[src/rtl/result_stream_ctrl_pkg.sv]
// Shared constants and drain FSM encoding for the result stream controller.
package result_stream_ctrl_pkg;

    localparam int DEF_ARRAY_COL = 16;
    localparam int AXIS_W        = 64;

    typedef enum logic [1:0] {
        ST_IDLE  = 2'd0,
        ST_FETCH = 2'd1,
        ST_LO    = 2'd2,
        ST_HI    = 2'd3
    } drain_state_e;

endpackage

[src/rtl/result_pingpong_ram.sv]
// Two-bank result storage: one write port, one registered read port, no content reset.
module result_pingpong_ram #(
    parameter int WIDTH  = 128,
    parameter int ADDR_W = 5
) (
    input  logic              clk,
    input  logic              we_i,
    input  logic [ADDR_W-1:0] waddr_i,
    input  logic [WIDTH-1:0]  wdata_i,
    input  logic              re_i,
    input  logic [ADDR_W-1:0] raddr_i,
    output logic [WIDTH-1:0]  rdata_o
);

    logic [WIDTH-1:0] mem_q [2**ADDR_W];

    always_ff @(posedge clk) begin
        if (we_i) begin
            mem_q[waddr_i] <= wdata_i;
        end
        if (re_i) begin
            rdata_o <= mem_q[raddr_i];
        end
    end

endmodule

[src/rtl/result_stream_ctrl.sv]
// Ping-pong result buffer: fills one bank from the array while the other
// bank is drained as a 64-bit AXI-Stream, low beat of each row first.
module result_stream_ctrl
    import result_stream_ctrl_pkg::*;
#(
    parameter int ARRAY_COL  = DEF_ARRAY_COL,
    parameter int DEPTH_LOG2 = 4
) (
    input  logic                   clk,
    input  logic                   rst_n,
    input  logic [ARRAY_COL*8-1:0] i_res_vec,
    input  logic                   i_res_valid,
    input  logic                   i_bank_swap,
    output logic [AXIS_W-1:0]      m_axis_tdata,
    output logic                   m_axis_tvalid,
    input  logic                   m_axis_tready,
    output logic                   m_axis_tlast,
    output logic                   o_busy,
    output logic                   o_overflow,
    output logic                   o_swap_err
);

    localparam int ROW_W  = ARRAY_COL * 8;
    localparam int NBEATS = ROW_W / AXIS_W;
    localparam int BEAT_W = (NBEATS > 2) ? $clog2(NBEATS) : 1;
    localparam int CNT_W  = DEPTH_LOG2 + 1;
    localparam logic [CNT_W-1:0]  ROWS      = CNT_W'(2**DEPTH_LOG2);
    localparam logic [CNT_W-1:0]  ONE_CNT   = CNT_W'(1);
    localparam logic [BEAT_W-1:0] PRE_LAST  = BEAT_W'(NBEATS - 2);

    drain_state_e            state_q;
    logic                    bank_sel_q;
    logic [CNT_W-1:0]        wr_cnt_q, wr_cnt_d;
    logic [CNT_W-1:0]        drain_len_q, cur_row_q;
    logic [CNT_W-1:0]        swap_len_d;
    logic [BEAT_W-1:0]       beat_q;
    logic                    fetch_pend_q;
    logic [ROW_W-1:0]        row_q;
    logic [AXIS_W-1:0]       tdata_q;
    logic                    tvalid_q, tlast_q;
    logic                    overflow_q, swap_err_q;

    logic                    wr_full, wr_fire, swap_ok, handshake, last_row;
    logic                    ram_re;
    logic [DEPTH_LOG2:0]     ram_waddr, ram_raddr;
    logic [DEPTH_LOG2-1:0]   next_row_idx;
    logic [ROW_W-1:0]        ram_rdata;

    assign wr_full      = (wr_cnt_q == ROWS);
    assign wr_fire      = i_res_valid && !wr_full;
    assign swap_ok      = i_bank_swap && (state_q == ST_IDLE);
    assign handshake    = tvalid_q && m_axis_tready;
    assign last_row     = ((cur_row_q + ONE_CNT) == drain_len_q);
    assign next_row_idx = DEPTH_LOG2'(cur_row_q + ONE_CNT);
    assign ram_waddr    = {bank_sel_q, wr_cnt_q[DEPTH_LOG2-1:0]};

    // A write landing in the swap cycle still belongs to the closing bank.
    always_comb begin
        swap_len_d = wr_cnt_q + (wr_fire ? ONE_CNT : '0);
        wr_cnt_d   = wr_cnt_q;
        if (swap_ok) begin
            wr_cnt_d = '0;
        end else if (wr_fire) begin
            wr_cnt_d = wr_cnt_q + ONE_CNT;
        end
    end

    always_ff @(posedge clk) begin
        if (!rst_n) begin
            bank_sel_q <= 1'b0;
            wr_cnt_q   <= '0;
            overflow_q <= 1'b0;
        end else begin
            wr_cnt_q <= wr_cnt_d;
            if (swap_ok) begin
                bank_sel_q <= ~bank_sel_q;
            end
            if (i_res_valid && wr_full) begin
                overflow_q <= 1'b1;
            end
        end
    end

    // Next row is prefetched as the row's second-to-last beat is accepted.
    always_comb begin
        ram_re    = 1'b0;
        ram_raddr = {~bank_sel_q, next_row_idx};
        if (state_q == ST_FETCH && !fetch_pend_q) begin
            ram_re    = 1'b1;
            ram_raddr = {~bank_sel_q, {DEPTH_LOG2{1'b0}}};
        end else if (state_q == ST_LO && handshake && beat_q == PRE_LAST && !last_row) begin
            ram_re = 1'b1;
        end
    end

    result_pingpong_ram #(
        .WIDTH  (ROW_W),
        .ADDR_W (DEPTH_LOG2 + 1)
    ) u_ram (
        .clk     (clk),
        .we_i    (wr_fire),
        .waddr_i (ram_waddr),
        .wdata_i (i_res_vec),
        .re_i    (ram_re),
        .raddr_i (ram_raddr),
        .rdata_o (ram_rdata)
    );

    always_ff @(posedge clk) begin
        if (!rst_n) begin
            state_q      <= ST_IDLE;
            drain_len_q  <= '0;
            cur_row_q    <= '0;
            beat_q       <= '0;
            fetch_pend_q <= 1'b0;
            row_q        <= '0;
            tdata_q      <= '0;
            tvalid_q     <= 1'b0;
            tlast_q      <= 1'b0;
            swap_err_q   <= 1'b0;
        end else begin
            swap_err_q <= i_bank_swap && (state_q != ST_IDLE);
            case (state_q)
                ST_IDLE: begin
                    if (swap_ok) begin
                        drain_len_q  <= swap_len_d;
                        cur_row_q    <= '0;
                        beat_q       <= '0;
                        fetch_pend_q <= 1'b0;
                        if (swap_len_d != '0) begin
                            state_q <= ST_FETCH;
                        end
                    end
                end
                ST_FETCH: begin
                    if (!fetch_pend_q) begin
                        fetch_pend_q <= 1'b1;
                    end else begin
                        fetch_pend_q <= 1'b0;
                        row_q        <= ram_rdata;
                        tdata_q      <= ram_rdata[AXIS_W-1:0];
                        tvalid_q     <= 1'b1;
                        tlast_q      <= 1'b0;
                        state_q      <= ST_LO;
                    end
                end
                ST_LO: begin
                    if (handshake) begin
                        beat_q  <= beat_q + BEAT_W'(1);
                        tdata_q <= row_q[(int'(beat_q) + 1) * AXIS_W +: AXIS_W];
                        if (beat_q == PRE_LAST) begin
                            tlast_q <= last_row;
                            state_q <= ST_HI;
                        end
                    end
                end
                ST_HI: begin
                    if (handshake) begin
                        beat_q  <= '0;
                        tlast_q <= 1'b0;
                        if (tlast_q) begin
                            tvalid_q <= 1'b0;
                            state_q  <= ST_IDLE;
                        end else begin
                            cur_row_q <= cur_row_q + ONE_CNT;
                            row_q     <= ram_rdata;
                            tdata_q   <= ram_rdata[AXIS_W-1:0];
                            state_q   <= ST_LO;
                        end
                    end
                end
                default: state_q <= ST_IDLE;
            endcase
        end
    end

    assign m_axis_tdata  = tdata_q;
    assign m_axis_tvalid = tvalid_q;
    assign m_axis_tlast  = tlast_q;
    assign o_busy        = (state_q != ST_IDLE);
    assign o_overflow    = overflow_q;
    assign o_swap_err    = swap_err_q;

endmodule
[config.mk]
export PLATFORM = sky130hd
export DESIGN_NAME = result_stream_ctrl
export DESIGN_NICKNAME = d
export VERILOG_FILES = /design/src/rtl/result_stream_ctrl_pkg.sv /design/src/rtl/result_pingpong_ram.sv /design/src/rtl/result_stream_ctrl.sv
export SDC_FILE = /design/constraint.sdc
export NUM_CORES = 2
export LEC_CHECK = 0
export BUFFER_PORTS_ARGS = -buffer_cell sky130_fd_sc_hd__buf_2
export CAP_MARGIN = 20
export CORE_MARGIN = 5
export CORE_UTILIZATION = 45
export CTS_CLUSTER_DIAMETER = 150
export DETAILED_ROUTE_END_ITERATION = 8
export HOLD_SLACK_MARGIN = 0.02
export PLACE_DENSITY = 0.6
export REMOVE_ABC_BUFFERS = 1
export SLEW_MARGIN = 20
export SYNTH_ARGS = -nofsm -noshare
export SYNTH_HDL_FRONTEND = slang
export SYNTH_SLANG_ARGS = --single-unit
[constraint.sdc]
create_clock -name clk -period 15.14 [get_ports clk]
set_input_delay 2.271 -clock clk [delete_from_list [all_inputs] [get_ports clk]]
set_output_delay 2.271 -clock clk [all_outputs]
set_load 0.01 [all_outputs]
# After elaboration in Yosys (flattened, before gate mapping)
# Memory sizes are Yosys's and may differ from the RTL's. A register that Yosys moved wholly into a read port is not among the register bits.
# Index checks and enable logic that the tools add are counted.
[word_totals] n_memories=1 ram_bits=4096 elab_cells=107 register_bits=216 output_inout_bits=69
[mem_list] name="u_ram.mem_q" words=32 word_bits=128 read_ports=1 rd_clocked_by_memory_dff=1 wr=1 line_no="result_pingpong_ram.sv:15" rtl="logic [WIDTH-1:0] mem_q [2**ADDR_W];"
[classes] n_mux=41 reduce_logical=30 addsub=5 bitwise_logic=3 n_shift=1 n_eq_ne=13
[op_table] cell="128-bit two-way mux" count=3
[op_table] cell="64-bit two-way mux" count=4
[op_table] cell="128-bit case mux with 2 select lines" count=1
[op_table] cell="64-bit case mux with 3 select lines" count=1
[op_table] cell="128-bit by 9-bit variable part select with 64-bit output" count=1
[op_table] cell="4-bit AND reduction" count=4
[op_table] cell="1-bit two-way mux" count=15
[op_table] cell="5-bit two-way mux" count=3
[op_table] cell="2-bit two-way mux" count=7
[op_table] cell="2-bit != test, second input constant" count=7
[op_table] cell="5-bit by 1-bit adder with 5-bit output, second input constant" count=2
[op_table] cell="5-bit case mux with 2 select lines" count=1
[op_table] cell="5-bit AND reduction" count=2
[op_table] cell="1-bit logical AND" count=9
[op_table] cell="2-bit case mux with 4 select lines" count=1
[op_table] cell="2-bit nonzero test" count=4
[op_table] cell="1-bit case mux with 3 select lines" count=2
[op_table] cell="6-bit AND reduction" count=1
[op_table] cell="3-bit nonzero test" count=2
[op_table] cell="5-bit by 1-bit adder with 5-bit output" count=1
[op_table] cell="5-bit == test" count=1
[op_table] cell="5-bit == test, second input constant" count=1
[op_table] cell="5-bit nonzero test" count=1
[op_table] cell="2-bit == test, second input constant" count=2
[op_table] cell="other kinds (11)" count=17

# Longest topological paths before layout
[logic_depth] ltp_word=9 mapped_depth=12 ltp_nobuf=11

# Cells and area by module
# A second synthesis with hierarchy kept.
[unflattened] hier_cells=7179 area_unflattened_um2=163247.8
[by_module_without_submodules] mod="result_pingpong_ram" seq_area_each_um2=126841.7 n_inst=1 cells_each=6440 area_per_inst_um2=156485.1
[by_module_without_submodules] mod="result_stream_ctrl" seq_area_each_um2=3042.9 n_inst=1 cells_each=739 area_per_inst_um2=6762.7

# Least setup slack after synthesis
# OpenSTA, ideal clock, no wires.
[synth_timing] path_kind="input -> register" startpoint="input i_res_valid" endpoint="memory u_ram.mem_q[10][0] (enable)" cell_stages=2 path_slack_ns=-0.288 arrival_ns=14.498 cell_sequence="nand2_1 nor4_1"
[synth_between] elab_chain_len=3
[synth_lines] item="start: declaration" line_no="result_stream_ctrl.sv:12" rtl="input logic i_res_valid,"
[synth_lines] item="1-bit logical AND" line_no="result_stream_ctrl.sv:50" rtl="assign wr_fire = i_res_valid && !wr_full;"
[synth_lines] item="1-bit two-way mux" line_no="result_pingpong_ram.sv:18" rtl="if (we_i) begin"
[synth_lines] item="1-bit two-way mux (implied by the code)" line_no="result_pingpong_ram.sv:19" rtl="mem_q[waddr_i] <= wdata_i;"
[synth_lines] item="end: declaration" line_no="result_pingpong_ram.sv:15"
# Every way passes these cells.

# Worst setup path after layout
[layout_timing] startpoint="register cur_row_q[0]" endpoint="register u_ram.rdata_o[121], read port of u_ram.mem_q, data pin"
[layout_between] elab_chain_len=6 word_cells_on_any_way=7
[layout_lines] item="start: declaration" line_no="result_stream_ctrl.sv:34" rtl="logic [CNT_W-1:0] drain_len_q, cur_row_q;"
[layout_lines] item="start signal: assignment" line_no="result_stream_ctrl.sv:165" rtl="cur_row_q <= cur_row_q + ONE_CNT;"
[layout_lines] item="5-bit by 1-bit adder with 5-bit output (*)" line_no="result_stream_ctrl.sv:53" rtl="assign last_row = ((cur_row_q + ONE_CNT) == drain_len_q);"
[layout_lines] item="5-bit == test" line_no="result_stream_ctrl.sv:53"
[layout_lines] item="1-bit logical NOT" line_no="result_stream_ctrl.sv:91" rtl="end else if (state_q == ST_LO && handshake && beat_q == PRE_LAST && !last_row) begin"
[layout_lines] item="1-bit logical AND" line_no="result_stream_ctrl.sv:91"
[layout_lines] item="1-bit two-way mux" line_no="result_stream_ctrl.sv:91"
[layout_lines] item="1-bit two-way mux" line_no="result_stream_ctrl.sv:88" rtl="if (state_q == ST_FETCH && !fetch_pend_q) begin"
[layout_lines] item="end: declaration" line_no="result_pingpong_ram.sv:12" rtl="output logic [WIDTH-1:0] rdata_o"
# Every way passes the cells marked *; elsewhere a longest branch is shown, timed or not.
# A chain may end at the register's enable or synchronous reset.

==> Flow_metrics.wiki <==
{| class="wikitable"
! Metric !! Value
|-
| Fillers || 32117
|-
| Most common library cell in the layout ignoring fill and taps || edfxtp_1
|-
| Main synth FF type || edfxtp_1
|-
| Source-to-sink clock delay at the later pin of the worst-skew pair || 1010 ps
|-
| Unique masters post-synth || 68
|-
| Max clock buf depth || 4
|-
| Flops & latches, synth || 4376
|-
| Average via count per standard cell || 6.40
|-
| Sort of element at the start of the critical path || register
|-
| Number of sinks driven by the clock tree || 4376
|-
| Aggregate negative setup slack || 0 ps
|-
| Chip Width || 635 um
|-
| Violation count after the first detailed-route iteration || 13608
|-
| Placed instance area || 0.182 mm2
|-
| First-pass detailed-route iteration total || 6
|-
| CTS Buf Count || 450
|-
| Remaining antenna violation count after routing || 0
|-
| Maximum clock frequency || 0.179 GHz
|-
| Fraction of final layout cells with drive strength greater than 1 || 15.1%
|-
| Area of the mapped netlist || 0.176 mm2
|-
| Max Slew Vio Count || 0
|-
| Via count of the first global-routing pass || 104680
|-
| Die area || 0.403 mm2
|-
| Post-layout min period || 5590 ps
|-
| Dominant cells by area after synthesis || edfxtp_1, mux2_2, mux2i_1
|-
| Post-cts resize count || 0
|-
| Average cell area after synthesis || 15.8 um2
|-
| Synth-to-Final Area Change || 11.9%
|-
| Number of enable flip-flop cells after synthesis || 4224
|-
| Status || finished, final reports clean
|-
| CP endpoint kind || register
|-
| Maximum level of the CTS H-tree || 5
|-
| Final design area excluding fillers || 0.197 mm2
|-
| I/O Buffers || 201
|-
| Number of primary I/O pins || 202
|-
| Max_slew headroom || 20.7%
|-
| Number of post-CTS setup repair buffers || 0
|-
| Total power divided by cell area || 139 mW/mm2
|-
| Number of warnings issued by yosys || 0
|-
| Register area || 0.130 mm2
|-
| Clk root buf || clkbuf_16
|-
| DIE HEIGHT || 635 um
|-
| DP Wirelength || 281000 um
|-
| Clock transition at the registers of the reported paths || 60 ps
|-
| Synth top area share || 72.2%
|-
| Worst Hold Class || register to register
|-
| Share of the core filled with cells || 50.5%
|-
| Total detailed-routing wirelength || 548000 um
|-
| All-layer global routing usage || 26.2%
|-
| Antenna violations before repair || 58
|-
| Largest fanout on the critical path || 70
|-
| Minimum setup slack after placement || 9450 ps
|-
| Cell count after synthesis || 11139
|-
| Clock skew after layout || 55.7 ps
|-
| Total of hold buffers inserted after clock tree synthesis || 0
|-
| Final cycle utilization of the critical path || 36.9%
|-
| CORE AREA || 0.389 mm2
|-
| Measured slew at the worst slew-check pin || 1190 ps
|-
| Commonest non-fill, non-tap cells in the layout || edfxtp_1, nand2_1, mux2i_1, mux2_2, clkbuf_16
|-
| Worst Slack Setup Final || 9550 ps
|-
| Largest net degree at the start of global routing || 147
|-
| Worst hold-check slack || 462 ps
|-
| Sequential share of the synthesized area || 73.9%
|-
| Routed via count || 107166
|-
| IR Drop Worst-Case VDD || 0.117 mV
|-
| Effective utilization at floorplan || 45.2%
|-
| NumNets Final || 11271
|-
| WS Path Type || register to register
|-
| Std-Cell Rows || 229
|-
| First-pass GRT wire length || 774000 um
|-
| Area used by multi-input combinational logic || 0.0426 mm2
|-
| Signal arrival time at the worst endpoint || 6300 ps
|-
| Setup-failing EPs final || 0
|-
| Global placement routability congestion || 0.804
|-
| Clock tree from TritonCTS || done
|-
| Hold Violations, Final || 0
|-
| Grt ovf || 0
|-
| Static leakage || 62.1 nW
|-
| Average detailed-routed wire length per instance || 32.7 um
|-
| Top cell type by total area after synthesis || edfxtp_1
|-
| Share of async-settable or async-resettable flops after synthesis || 0%
|-
| Worst path required time || 15840 ps
|-
| Setup repair after global routing missed its margin || false
|-
| DRC viols || 0
|-
| Max-cap violations || 0
|}
## flip-flops by register name (all words and copies together) (netlist names)
register / cells
u_ram.mem_q: 4096
bank_sel_q: 1
wr_cnt_q: 5
drain_len_q: 5
fetch_pend_q: 1
m_axis_tlast: 1
u_ram.rdata_o: 128
o_swap_err: 1
m_axis_tdata: 64
o_overflow: 1
cur_row_q: 5
beat_q: 1
row_q: 64
m_axis_tvalid: 1
state_q: 2
## layer usage
layer	share of wire [%]	vias to the layer above	global-route usage (%)
met3	8.5	1168	3.84
li1	-	44792	-
met4	4.5	12	11.2
met2	47	6018	42.4
met1	40	55176	35.6
met5	0.014	-	0
## worst paths after layout
path,depth (start not counted),end,start,slack (ps)
worst max-delay path,10,u_ram.rdata_o[121],cur_row_q[0],9550
worst min-delay path,2,row_q[72],row_q[72],460
worst max register to register,10,u_ram.rdata_o[121],cur_row_q[0],9550
worst min register to register,2,row_q[72],row_q[72],460
## cell families (layout without fill, tap and decap cells)
group | count (synthesis) | after routing | synth area share (%)
other | 0 | 33 | 0
muxes | 1101 | 1101 | 7.20
DFF | 4376 | 4376 | 73.9
and+or+nand+nor | 2104 | 2104 | 5.75
AOI/OAI and AO/OA | 2597 | 2597 | 10.9
xor gates and xnor gates | 17 | 17 | 0.0890
adders and majority gates | 7 | 7 | 0.0498
buffers and inverters | 937 | 1323 | 2.12
## cell usage after synthesis, types with 10 or more instances
cell type,n
o221ai_1,47
mux4_2,81
a31oi_1,381
a221oi_1,127
a211oi_1,339
and2_0,74
o2111ai_1,165
a22o_1,81
nand3_1,392
a21o_1,50
and3_1,17
o2bb2ai_1,50
nor3b_1,68
inv_1,14
mux2_2,493
a21boi_0,70
a221o_1,87
a32o_1,81
o21ai_0,165
a211o_1,45
a2111oi_0,43
nand4_1,46
dfxtp_1,152
nand2b_1,10
o211a_1,65
edfxtp_1,4224
a21oi_1,211
nand2_1,596
and2_1,308
o22ai_1,205
o211ai_1,128
buf_2,121
clkbuf_1,673
buf_1,119
nor3_1,129
mux2i_1,527
nor4_1,20
nor2_1,410
nor2b_1,15
a22oi_1,244
## power breakdown
group / leakage, nW / internal, W / switching (W)
clock: 6.87 / 0.00602 / 0.00468
sequential: 39.3 / 0.0136 / 0.000146
combinational: 15.9 / 0.000835 / 0.00200
total: 62.1 / 0.0204 / 0.00682
## per-stage QoR
| step | instances | power, W |
|---|---|---|
| 6_report | 16755 | 0.0272 |
| 5_1_grt | 16739 | 0.0281 |
| 4_1_cts | 16721 | 0.0273 |
| 3_5_place_dp | 15875 | 0.0168 |
| 3_3_place_gp | 15873 | 0.0167 |
| 2_1_floorplan | 10218 | 0.0165 |
## layout make-up
type	count	share of cell area (%)
antenna	33	0.0420
clock buffer	608	6.20
clock inverter	238	0.998
inverter	16	0.0356
multi-input combinational	5826	21.7
sequential	4376	66.0
tap	5197	3.31
timing repair buffer	461	1.72
## worst max-delay path, stage by stage, from the launching register on
cell and delay, ps:
dfxtp_4 700, ha_4 550, buf_4 520, buf_4 680, buf_4 690, buf_4 760, mux2_2 430, a22oi_1 160
a31oi_1 130, a32o_1 270, a221o_1 260
No activity file was read; power rests on OpenSTA's default activity.
